**src/rtl/i2c_target_pkg.sv**
```systemverilog
// Shared I2C target definitions: FSM state encoding and bus constants.
// No ports; imported by i2c_target and i2c_target_bus_sync.
package i2c_target_pkg;

  typedef enum logic [2:0] {
    ST_IDLE     = 3'd0,
    ST_ADDR     = 3'd1,
    ST_ADDR_ACK = 3'd2,
    ST_WR       = 3'd3,
    ST_WR_ACK   = 3'd4,
    ST_RD       = 3'd5,
    ST_RD_ACK   = 3'd6
  } state_e;

  localparam logic       I2C_RW_READ = 1'b1;
  localparam logic [2:0] BIT_LAST    = 3'd7;

endpackage

```
**src/rtl/i2c_target_bus_sync.sv**
```systemverilog
// I2C bus front end: 2-FF synchronizers plus one history FF per line.
// Ports: clk, reset, scl_i, sda_i -> scl_rise_o, scl_fall_o,
//        start_det_o, stop_det_o, sda_s_o (synced SDA).
module i2c_target_bus_sync
  import i2c_target_pkg::*;
(
  input  logic clk,
  input  logic reset,
  input  logic scl_i,
  input  logic sda_i,
  output logic scl_rise_o,
  output logic scl_fall_o,
  output logic start_det_o,
  output logic stop_det_o,
  output logic sda_s_o
);

  // [0],[1] = synchronizer, [2] = history for edge detection
  logic [2:0] scl_q;
  logic [2:0] sda_q;
  logic [2:0] scl_d;
  logic [2:0] sda_d;

  assign scl_d = {scl_q[1:0], scl_i};
  assign sda_d = {sda_q[1:0], sda_i};

  // Reset to the idle-bus level so release of reset
  // never looks like an edge on a quiet bus.
  always_ff @(posedge clk) begin
    if (reset) begin
      scl_q <= 3'b111;
      sda_q <= 3'b111;
    end else begin
      scl_q <= scl_d;
      sda_q <= sda_d;
    end
  end

  assign scl_rise_o  =  scl_q[1] & ~scl_q[2];
  assign scl_fall_o  = ~scl_q[1] &  scl_q[2];
  assign start_det_o =  scl_q[1] &  sda_q[2] & ~sda_q[1];
  assign stop_det_o  =  scl_q[1] & ~sda_q[2] &  sda_q[1];
  assign sda_s_o     =  sda_q[1];

endmodule

```
**src/rtl/i2c_target.sv**
```systemverilog
// I2C target responder: ACKs address ADDR, streams written bytes out,
// serves read bytes via tx_req/tx_data. Never stretches SCL.
// Ports: clk, reset (sync, active-high), scl, sda_in, sda_oe,
//        rx_data/rx_valid/rx_first, tx_req/tx_data, busy, stop_det.
module i2c_target
  import i2c_target_pkg::*;
#(
  parameter logic [6:0] ADDR = 7'h58
) (
  input  logic       clk,
  input  logic       reset,
  input  logic       scl,
  input  logic       sda_in,
  output logic       sda_oe,
  output logic [7:0] rx_data,
  output logic       rx_valid,
  output logic       rx_first,
  output logic       tx_req,
  input  logic [7:0] tx_data,
  output logic       busy,
  output logic       stop_det
);

  logic scl_rise;
  logic scl_fall;
  logic start_s;
  logic stop_s;
  logic sda_s;

  i2c_target_bus_sync u_sync (
    .clk         (clk),
    .reset       (reset),
    .scl_i       (scl),
    .sda_i       (sda_in),
    .scl_rise_o  (scl_rise),
    .scl_fall_o  (scl_fall),
    .start_det_o (start_s),
    .stop_det_o  (stop_s),
    .sda_s_o     (sda_s)
  );

  state_e     state_q;
  logic [2:0] bitcnt_q;
  logic [7:0] sr_q;
  logic [7:0] sr_d;
  logic [7:0] tx_q;
  logic       sda_oe_q;
  logic [7:0] rx_data_q;
  logic       rx_valid_q;
  logic       rx_first_q;
  logic       first_q;
  logic       tx_req_q;
  logic       latch_q;
  logic       busy_q;
  logic       stop_q;
  logic       rw_q;
  // ACK slot: 0 = waiting to drive, 1 = driving
  logic       phase_q;

  assign sr_d = {sr_q[6:0], sda_s};

  always_ff @(posedge clk) begin
    if (reset) begin
      state_q    <= ST_IDLE;
      bitcnt_q   <= '0;
      sr_q       <= '0;
      tx_q       <= '0;
      sda_oe_q   <= 1'b0;
      rx_data_q  <= '0;
      rx_valid_q <= 1'b0;
      rx_first_q <= 1'b0;
      first_q    <= 1'b0;
      tx_req_q   <= 1'b0;
      latch_q    <= 1'b0;
      busy_q     <= 1'b0;
      stop_q     <= 1'b0;
      rw_q       <= 1'b0;
      phase_q    <= 1'b0;
    end else begin
      rx_valid_q <= 1'b0;
      rx_first_q <= 1'b0;
      tx_req_q   <= 1'b0;
      stop_q     <= 1'b0;
      // tx_data is sampled one cycle after the tx_req strobe
      latch_q    <= tx_req_q;
      if (latch_q) tx_q <= tx_data;

      if (start_s) begin
        state_q  <= ST_ADDR;
        bitcnt_q <= '0;
        sda_oe_q <= 1'b0;
        phase_q  <= 1'b0;
      end else if (stop_s) begin
        state_q  <= ST_IDLE;
        busy_q   <= 1'b0;
        stop_q   <= 1'b1;
        sda_oe_q <= 1'b0;
        phase_q  <= 1'b0;
      end else begin
        case (state_q)
          ST_IDLE: begin
            sda_oe_q <= 1'b0;
          end
          ST_ADDR: begin
            if (scl_rise) begin
              sr_q     <= sr_d;
              bitcnt_q <= bitcnt_q + 3'd1;
              if (bitcnt_q == BIT_LAST) begin
                if (sr_d[7:1] == ADDR) begin
                  state_q <= ST_ADDR_ACK;
                  busy_q  <= 1'b1;
                  rw_q    <= sr_d[0];
                  first_q <= 1'b1;
                  phase_q <= 1'b0;
                  if (sr_d[0] == I2C_RW_READ)
                    tx_req_q <= 1'b1;
                end else begin
                  state_q <= ST_IDLE;
                  busy_q  <= 1'b0;
                end
              end
            end
          end
          ST_ADDR_ACK: begin
            if (scl_fall) begin
              if (!phase_q) begin
                sda_oe_q <= 1'b1;
                phase_q  <= 1'b1;
              end else begin
                phase_q  <= 1'b0;
                if (rw_q == I2C_RW_READ) begin
                  // MSB goes out now; bitcnt counts bits driven
                  sda_oe_q <= ~tx_q[7];
                  tx_q     <= {tx_q[6:0], 1'b0};
                  bitcnt_q <= 3'd1;
                  state_q  <= ST_RD;
                end else begin
                  sda_oe_q <= 1'b0;
                  bitcnt_q <= '0;
                  state_q  <= ST_WR;
                end
              end
            end
          end
          ST_WR: begin
            if (scl_rise) begin
              sr_q     <= sr_d;
              bitcnt_q <= bitcnt_q + 3'd1;
              if (bitcnt_q == BIT_LAST) begin
                rx_data_q  <= sr_d;
                rx_valid_q <= 1'b1;
                rx_first_q <= first_q;
                first_q    <= 1'b0;
                phase_q    <= 1'b0;
                state_q    <= ST_WR_ACK;
              end
            end
          end
          ST_WR_ACK: begin
            if (scl_fall) begin
              if (!phase_q) begin
                sda_oe_q <= 1'b1;
                phase_q  <= 1'b1;
              end else begin
                sda_oe_q <= 1'b0;
                phase_q  <= 1'b0;
                bitcnt_q <= '0;
                state_q  <= ST_WR;
              end
            end
          end
          ST_RD: begin
            if (scl_fall) begin
              // bitcnt wraps to 0 once all 8 bits are out
              if (bitcnt_q == 3'd0) begin
                sda_oe_q <= 1'b0;
                phase_q  <= 1'b0;
                state_q  <= ST_RD_ACK;
              end else begin
                sda_oe_q <= ~tx_q[7];
                tx_q     <= {tx_q[6:0], 1'b0};
                bitcnt_q <= bitcnt_q + 3'd1;
              end
            end
          end
          ST_RD_ACK: begin
            if (scl_rise && !phase_q) begin
              if (!sda_s) begin
                tx_req_q <= 1'b1;
                phase_q  <= 1'b1;
              end else begin
                busy_q   <= 1'b0;
                sda_oe_q <= 1'b0;
                state_q  <= ST_IDLE;
              end
            end else if (scl_fall && phase_q) begin
              sda_oe_q <= ~tx_q[7];
              tx_q     <= {tx_q[6:0], 1'b0};
              bitcnt_q <= 3'd1;
              phase_q  <= 1'b0;
              state_q  <= ST_RD;
            end
          end
          default: begin
            state_q  <= ST_IDLE;
            sda_oe_q <= 1'b0;
          end
        endcase
      end
    end
  end

  assign sda_oe   = sda_oe_q;
  assign rx_data  = rx_data_q;
  assign rx_valid = rx_valid_q;
  assign rx_first = rx_first_q;
  assign tx_req   = tx_req_q;
  assign busy     = busy_q;
  assign stop_det = stop_q;

endmodule

```
**config.mk**
```make
export PLATFORM = sky130hd
export DESIGN_NAME = i2c_target
export DESIGN_NICKNAME = d
export VERILOG_FILES = /design/src/rtl/i2c_target_pkg.sv /design/src/rtl/i2c_target_bus_sync.sv /design/src/rtl/i2c_target.sv
export SDC_FILE = /design/constraint.sdc
export NUM_CORES = 1
export LEC_CHECK = 0
export CORE_ASPECT_RATIO = 0.75
export CORE_MARGIN = 2
export CORE_UTILIZATION = 60
export CTS_CLUSTER_DIAMETER = 40
export CTS_CLUSTER_SIZE = 20
export DETAILED_ROUTE_END_ITERATION = 8
export PLACE_DENSITY = 0.95
export SYNTH_ARGS = -nofsm -noshare
export SYNTH_HDL_FRONTEND = slang
export SYNTH_SLANG_ARGS = --single-unit
```
**constraint.sdc**
```tcl
create_clock -name clk -period 4.1 [get_ports clk]
set_input_delay 0.82 -clock clk [delete_from_list [all_inputs] [get_ports clk]]
set_output_delay 0.82 -clock clk [all_outputs]
set_load 0.005 [all_outputs]
```
== After elaboration in Yosys (flattened, before gate mapping) ==
Cells that the tools add are included.

* Register bits after elaboration: 45
* Bits of input ports: 12
* Output and inout bits: 14
* Word-level logic and storage cells: 187

* Add/sub/neg operators: 1
* Equal/unequal tests: 44
* Mux-type cells: 81
* Bitwise operators: 18
* Reduce and logical (&&, ||, !) cells: 25

{| class="wikitable"
|+ Operators by type and width
! operator !! count
|-
| 8-bit 2-to-1 mux || 10
|-
| 3-bit 2-to-1 mux || 23
|-
| 4-bit != test, second input constant || 10
|-
| 1-bit 2-to-1 mux || 39
|-
| 2-bit != test, second input constant || 14
|-
| 13-bit AND reduction || 2
|-
| 8-bit case mux with 3 select lines || 1
|-
| 11-bit AND reduction || 2
|-
| 3-bit case mux with 7 select lines || 1
|-
| 3-bit != test, second input constant || 6
|-
| 6-bit AND reduction || 3
|-
| 3-bit case mux with 5 select lines || 1
|-
| 3-bit == test, second input constant || 4
|-
| 1-bit NOT || 12
|-
| 1-bit case mux with 5 select lines || 2
|-
| 5-bit nonzero test || 2
|-
| 8-bit AND reduction || 1
|-
| 7-bit == test, second input constant || 1
|-
| 1-bit bitwise AND || 6
|-
| 3-bit by 2-bit == test with 1-bit output, second input constant || 2
|-
| 3-bit logical NOT || 2
|-
| 3-bit by 2-bit != test with 1-bit output, second input constant || 2
|-
| 1-bit case mux with 2 select lines || 3
|-
| 2-bit OR reduction || 3
|-
| 15 further kinds || 17
|}

== Depth between registers and ports, before layout ==
* Depth in word-level cells: 8
* Gate-level depth with buffers: 7
* Depth with buffers taken out: 7

== By module ==
Synthesis repeated with hierarchy kept, for this count alone.

* Cells, all modules: 248
* Area, all modules: 2225.9 µm²

{| class="wikitable"
|+ Modules (own cells, without submodules)
! module !! instances !! cells each !! area each (µm²) !! seq. area each (µm²)
|-
| i2c_target || 1 || 232 || 2038.2 || 780.7
|-
| i2c_target_bus_sync || 1 || 16 || 187.7 || 120.1
|}

== Worst setup path after synthesis ==
OpenSTA, ideal clock, no wires.

* Path type: register to register
* Start point: register bitcnt_q[0]
* End point: register tx_q[2]
* Library setup time: 128 ps
* Arrival time: 1637 ps
* Required time: 3972 ps
* Setup slack: 2335 ps
* Stages on the path, launching flop included: 8
* Buffers on the path: 0
* Clock period less this slack: 1765 ps
* Path through: dfxtp_1 > inv_1 > ha_1 > nor2b_1 > or3_1 > a21oi_4 > mux2i_1 > nor2_1

* Word-level cells in the longest chain between the ends: 6

{| class="wikitable"
|+ RTL lines
! element !! RTL line !! text
|-
| start: declaration || i2c_target.sv:43 || <nowiki>logic [2:0] bitcnt_q;</nowiki>
|-
| start signal: assignment || i2c_target.sv:107 || <nowiki>bitcnt_q <= bitcnt_q + 3'd1;</nowiki>
|-
| start signal: assignment || i2c_target.sv:148 || <nowiki>bitcnt_q <= bitcnt_q + 3'd1;</nowiki>
|-
| start signal: assignment || i2c_target.sv:182 || <nowiki>bitcnt_q <= bitcnt_q + 3'd1;</nowiki>
|-
| 3-bit logical NOT || i2c_target.sv:175 || <nowiki>if (bitcnt_q == 3'd0) begin</nowiki>
|-
| 8-bit 2-to-1 mux || i2c_target.sv:175 ||
|-
| 8-bit 2-to-1 mux || i2c_target.sv:173 || <nowiki>if (scl_fall) begin</nowiki>
|-
| 8-bit case mux with 3 select lines || i2c_target.sv:100 || <nowiki>case (state_q)</nowiki>
|-
| 8-bit 2-to-1 mux || i2c_target.sv:93 || <nowiki>end else if (stop_s) begin</nowiki>
|-
| 8-bit 2-to-1 mux || i2c_target.sv:88 || <nowiki>if (start_s) begin</nowiki>
|-
| end signal: assignment || i2c_target.sv:86 || <nowiki>if (latch_q) tx_q <= tx_data;</nowiki>
|-
| end signal: assignment || i2c_target.sv:181 || <nowiki>tx_q <= {tx_q[6:0], 1'b0};</nowiki>
|-
| end signal: assignment || i2c_target.sv:198 || <nowiki>tx_q <= {tx_q[6:0], 1'b0};</nowiki>
|-
| end: declaration || i2c_target.sv:46 || <nowiki>logic [7:0] tx_q;</nowiki>
|}

Every way passes these cells.
A chain may end at the register's enable or synchronous reset.

== Worst setup path after layout ==
* Start point: register state_q[0]
* End point: register rx_data_q[4], in the netlist rx_data[4]

* Word-level cells in the longest chain between the ends: 2

{| class="wikitable"
|+ RTL lines
! element !! RTL line !! text
|-
| start: declaration || i2c_target.sv:42 || <nowiki>state_e state_q;</nowiki>
|-
| start signal: assignment || i2c_target.sv:64 || <nowiki>state_q <= ST_IDLE;</nowiki>
|-
| start signal: assignment || i2c_target.sv:89 || <nowiki>state_q <= ST_ADDR;</nowiki>
|-
| start signal: assignment || i2c_target.sv:94 || <nowiki>state_q <= ST_IDLE;</nowiki>
|-
| 3-bit by 2-bit == test with 1-bit output || i2c_target.sv:100 ||
|-
| 5-bit AND reduction (no source line) || n/a ||
|-
| end signal: assignment || i2c_target.sv:150 || <nowiki>rx_data_q <= sr_d;</nowiki>
|-
| end: declaration || i2c_target.sv:48 || <nowiki>logic [7:0] rx_data_q;</nowiki>
|}

Every way passes these cells.

==> impl_metrics.sql <==
INSERT INTO impl_metrics (metric_group, metric, value, unit) VALUES
('status', 'outcome', 'complete, no violations', ''),
('routing', 'detail-route-antenna-nets', '0', ''),
('floorplanning', 'dieArea', '4280', 'um2'),
('global_routing', 'grt_pass1_vias', '1800', ''),
('routing', 'vias', '1972', ''),
('cells_and_area', 'share_of_post_route_cells_with_drive_strength_above_1', '0.139', ''),
('clocking', 'cts.htree.levels', '2', ''),
('sta', 'finalHoldViolations', '0', ''),
('routing', 'drt_pass1_iterations', '7', ''),
('sta', 'setup_tns', '0', 'ps'),
('global_routing', 'global_route.usage.met3', '0.0530', ''),
('worst_setup_path', 'max_stage_delay', '830', 'ps'),
('synthesis', 'netlist_instances', '254', ''),
('clocking', 'cts_tree', 'built', ''),
('global_routing', 'grt_overflow_total', '0', ''),
('placement', 'dp.cells', '318', ''),
('sta', 'final_period_minus_worst_setup_slack', '2610', 'ps'),
('synthesis', 'synth_cell_type_count', '58', ''),
('sta', 'fmax', '384', 'MHz'),
('worst_setup_path', 'crit_path_top_delay_cell', 'dfxtp_1', ''),
('synthesis', 'ys_seq_area_frac', '0.398', ''),
('synthesis', 'synth_enable_flop_cells', '0', ''),
('cells_and_area', 'flow.area_growth_from_synthesis', '15.4', '%'),
('worst_setup_path', 'worstSetupPathType', 'reg2reg', ''),
('placement', 'globalplace.congestion', '0.913', ''),
('power_and_ir_drop', 'power.share.switching', '0.216', ''),
('routing', 'drt-initial-drc-count', '234', ''),
('cells_and_area', 'ff_latch_area', '901', 'um2'),
('power_and_ir_drop', 'irDropWorstVdd', '0.259', 'mV'),
('global_routing', 'groute.layer.met1.usage', '0.370', ''),
('power_and_ir_drop', 'total_power_density_per_cell_area', '313', 'nW/um2'),
('sta', 'report.final.setup_viol', '0', ''),
('worst_setup_path', 'crit_chain', 'nand4bb_1 > nor2_2 > nand3_1 > mux2i_1 > nor2_1', ''),
('synthesis', 'netlist_area', '2260', 'um2'),
('sta', 'min_period_over_period', '0.636', ''),
('synthesis', 'synth_top_area_share', '0.398', ''),
('global_routing', 'grt_start_max_net_pins', '25', ''),
('cells_and_area', 'multiInputGateArea', '1250', 'um2'),
('global_routing', 'groute.usage.overall', '0.262', ''),
('routing', 'routed_wire_length_per_instance', '15.8', 'um'),
('worst_hold_path', 'hold_path.class', 'reg2reg', ''),
('floorplanning', 'pin_count', '26', ''),
('sta', 'hold_ws', '419', 'ps'),
('worst_setup_path', 'worstSetupEndpointType', 'flop', ''),
('synthesis', 'ys_top_cells_by_area', 'dfxtp_1 40%, mux2i_1 7.5%, nor2_1 4.6%, a21oi_1 4.0%, mux2_2 3.5%', ''),
('synthesis', 'yosysWarningCount', '0', ''),
('clocking', 'cts_resized', '0', ''),
('cells_and_area', 'stdcell_count', '325', ''),
('worst_setup_path', 'critical_path_buf_inv_count', '0', ''),
('sta', 'tightestPinTransition', '824', 'ps'),
('power_and_ir_drop', 'power.share.combinational', '0.057', ''),
('worst_setup_path', 'cp_data_required_time', '4290', 'ps'),
('cells_and_area', 'antenna_cells_inserted', '0', ''),
('synthesis', 'post_synth.cell_area_avg', '8.90', 'um2'),
('power_and_ir_drop', 'clock_power_share', '0.392', ''),
('cells_and_area', 'fillers', '274', ''),
('clocking', 'clk-insertion-delay-late', '300', 'ps'),
('clocking', 'clock_sinks', '45', ''),
('floorplanning', 'placementRows', '19', ''),
('power_and_ir_drop', 'cellInternalPower', '0.000640', 'W'),
('worst_setup_path', 'cp_data_arrival_time', '2800', 'ps'),
('synthesis', 'synth-seq-cells', '45', ''),
('power_and_ir_drop', 'switch_pwr', '0.000176', 'W'),
('floorplanning', 'dieWidth', '74.9', 'um'),
('clocking', 'cts_root_buffer', 'clkbuf_8', ''),
('sta', 'rsz_0062_raised_after_global_routing', 'no', ''),
('worst_setup_path', 'worst_setup_path_start_kind', 'flop', ''),
('cells_and_area', 'design_area', '2610', 'um2'),
('floorplanning', 'dieHeight', '57.2', 'um'),
('routing', 'detail_route.drc_violations', '0', ''),
('sta', 'worst_clock_skew', '8.69', 'ps');
[cell type report]
type / instances / area share
Inverter: 7 / 0.0101
Timing Repair Buffer: 26 / 0.0988
Clock buffer: 5 / 0.0264
Tap cell: 52 / 0.0249
Sequential cell: 45 / 0.345
Multi-Input combinational cell: 188 / 0.481
Clock inverter: 2 / 0.0134
[power by group through the flow]
stage / Sequential, W / Clock (W) / Combinational (W)
after floorplan: 0.000453 / 0 / 0.0000337
after global placement: 0.000459 / 0 / 0.0000444
after detailed placement: 0.000460 / 0 / 0.0000452
after CTS: 0.000449 / 0.000322 / 0.0000460
after global routing: 0.000451 / 0.000340 / 0.0000511
final: 0.000450 / 0.000320 / 0.0000467
[final timing paths]
check | from | to | slack, ps | cells after the start
worst max-delay path | state_q[0] | rx_data[4] | 1490 | 5
worst min-delay path | u_sync.sda_q[0] | u_sync.sda_q[1] | 420 | 1
worst max register to register | state_q[0] | rx_data[4] | 1490 | 5
worst min register to register | u_sync.sda_q[0] | u_sync.sda_q[1] | 420 | 1
[kinds of logic after synthesis]
group	count (synthesis)	synth area share
AND/OR/NAND/NOR	102	0.241
AO/OA/AOI/OAI	57	0.180
flip-flops	45	0.398
multiplexers	24	0.110
buffers and inverters	21	0.0465
adder cells (fa/ha/maj)	3	0.0166
XOR/XNOR	2	0.00775
[cells in the mapped netlist, drive strengths merged, types with 4 or more instances]
cell	count
nand2	22
inv	7
nor2b	4
nor2	30
buf	10
o21ai	13
and2	4
a21oi	20
mux2i	17
nand3	7
dfxtp	45
or2	9
clkbuf	4
nor3	7
mux2	7
[sequential cells by signal (all words and copies together), names as in the netlist]
name	count
rx_first	1
u_sync.sda_q	3
busy	1
first_q	1
rw_q	1
tx_req	1
phase_q	1
sr_q	7
stop_det	1
state_q	3
tx_q	8
u_sync.scl_q	3
rx_valid	1
bitcnt_q	3
latch_q	1
rx_data	8
sda_oe	1
[layout by cell type, fill, tap and decap left out, drive strengths merged, types with 2 or more instances in the layout]
| cell type | instances |
|---|---|
| a2111o | 2 |
| a211oi | 3 |
| a21oi | 20 |
| a22o | 2 |
| and2 | 4 |
| and2b | 2 |
| and3 | 3 |
| clkbuf | 5 |
| clkdlybuf4s50 | 25 |
| dfxtp | 45 |
| ha | 3 |
| inv | 7 |
| mux2 | 7 |
| mux2i | 17 |
| nand2 | 22 |
| nand2b | 3 |
| nand3 | 7 |
| nand4 | 3 |
| nor2 | 30 |
| nor2b | 4 |
| nor3 | 7 |
| nor3b | 3 |
| o211ai | 2 |
| o21a | 2 |
| o21ai | 13 |
| o22ai | 2 |
| o31ai | 2 |
| or2 | 9 |
| xor2 | 2 |
[metal layers]
metal | part of all wire | up-vias | wire length (um)
met3 | 0.073 | 19 | 375
met4 | 0.029 | 0 | 148
met1 | 0.45 | 917 | 2330
met5 | 0 | - | 0
met2 | 0.44 | 100 | 2270
li1 | - | 936 | -
[through the flow]
step,util,power [W],setup slack [ps]
2_1_floorplan,-,0.000487,2340
3_3_place_gp,0.689,0.000504,1580
3_5_place_dp,0.689,0.000505,1530
4_1_cts,0.717,0.000817,1580
5_1_grt,0.717,0.000842,1340
6_report,0.717,0.000817,1490
Note: power is estimated with default switching activity, not from simulation.
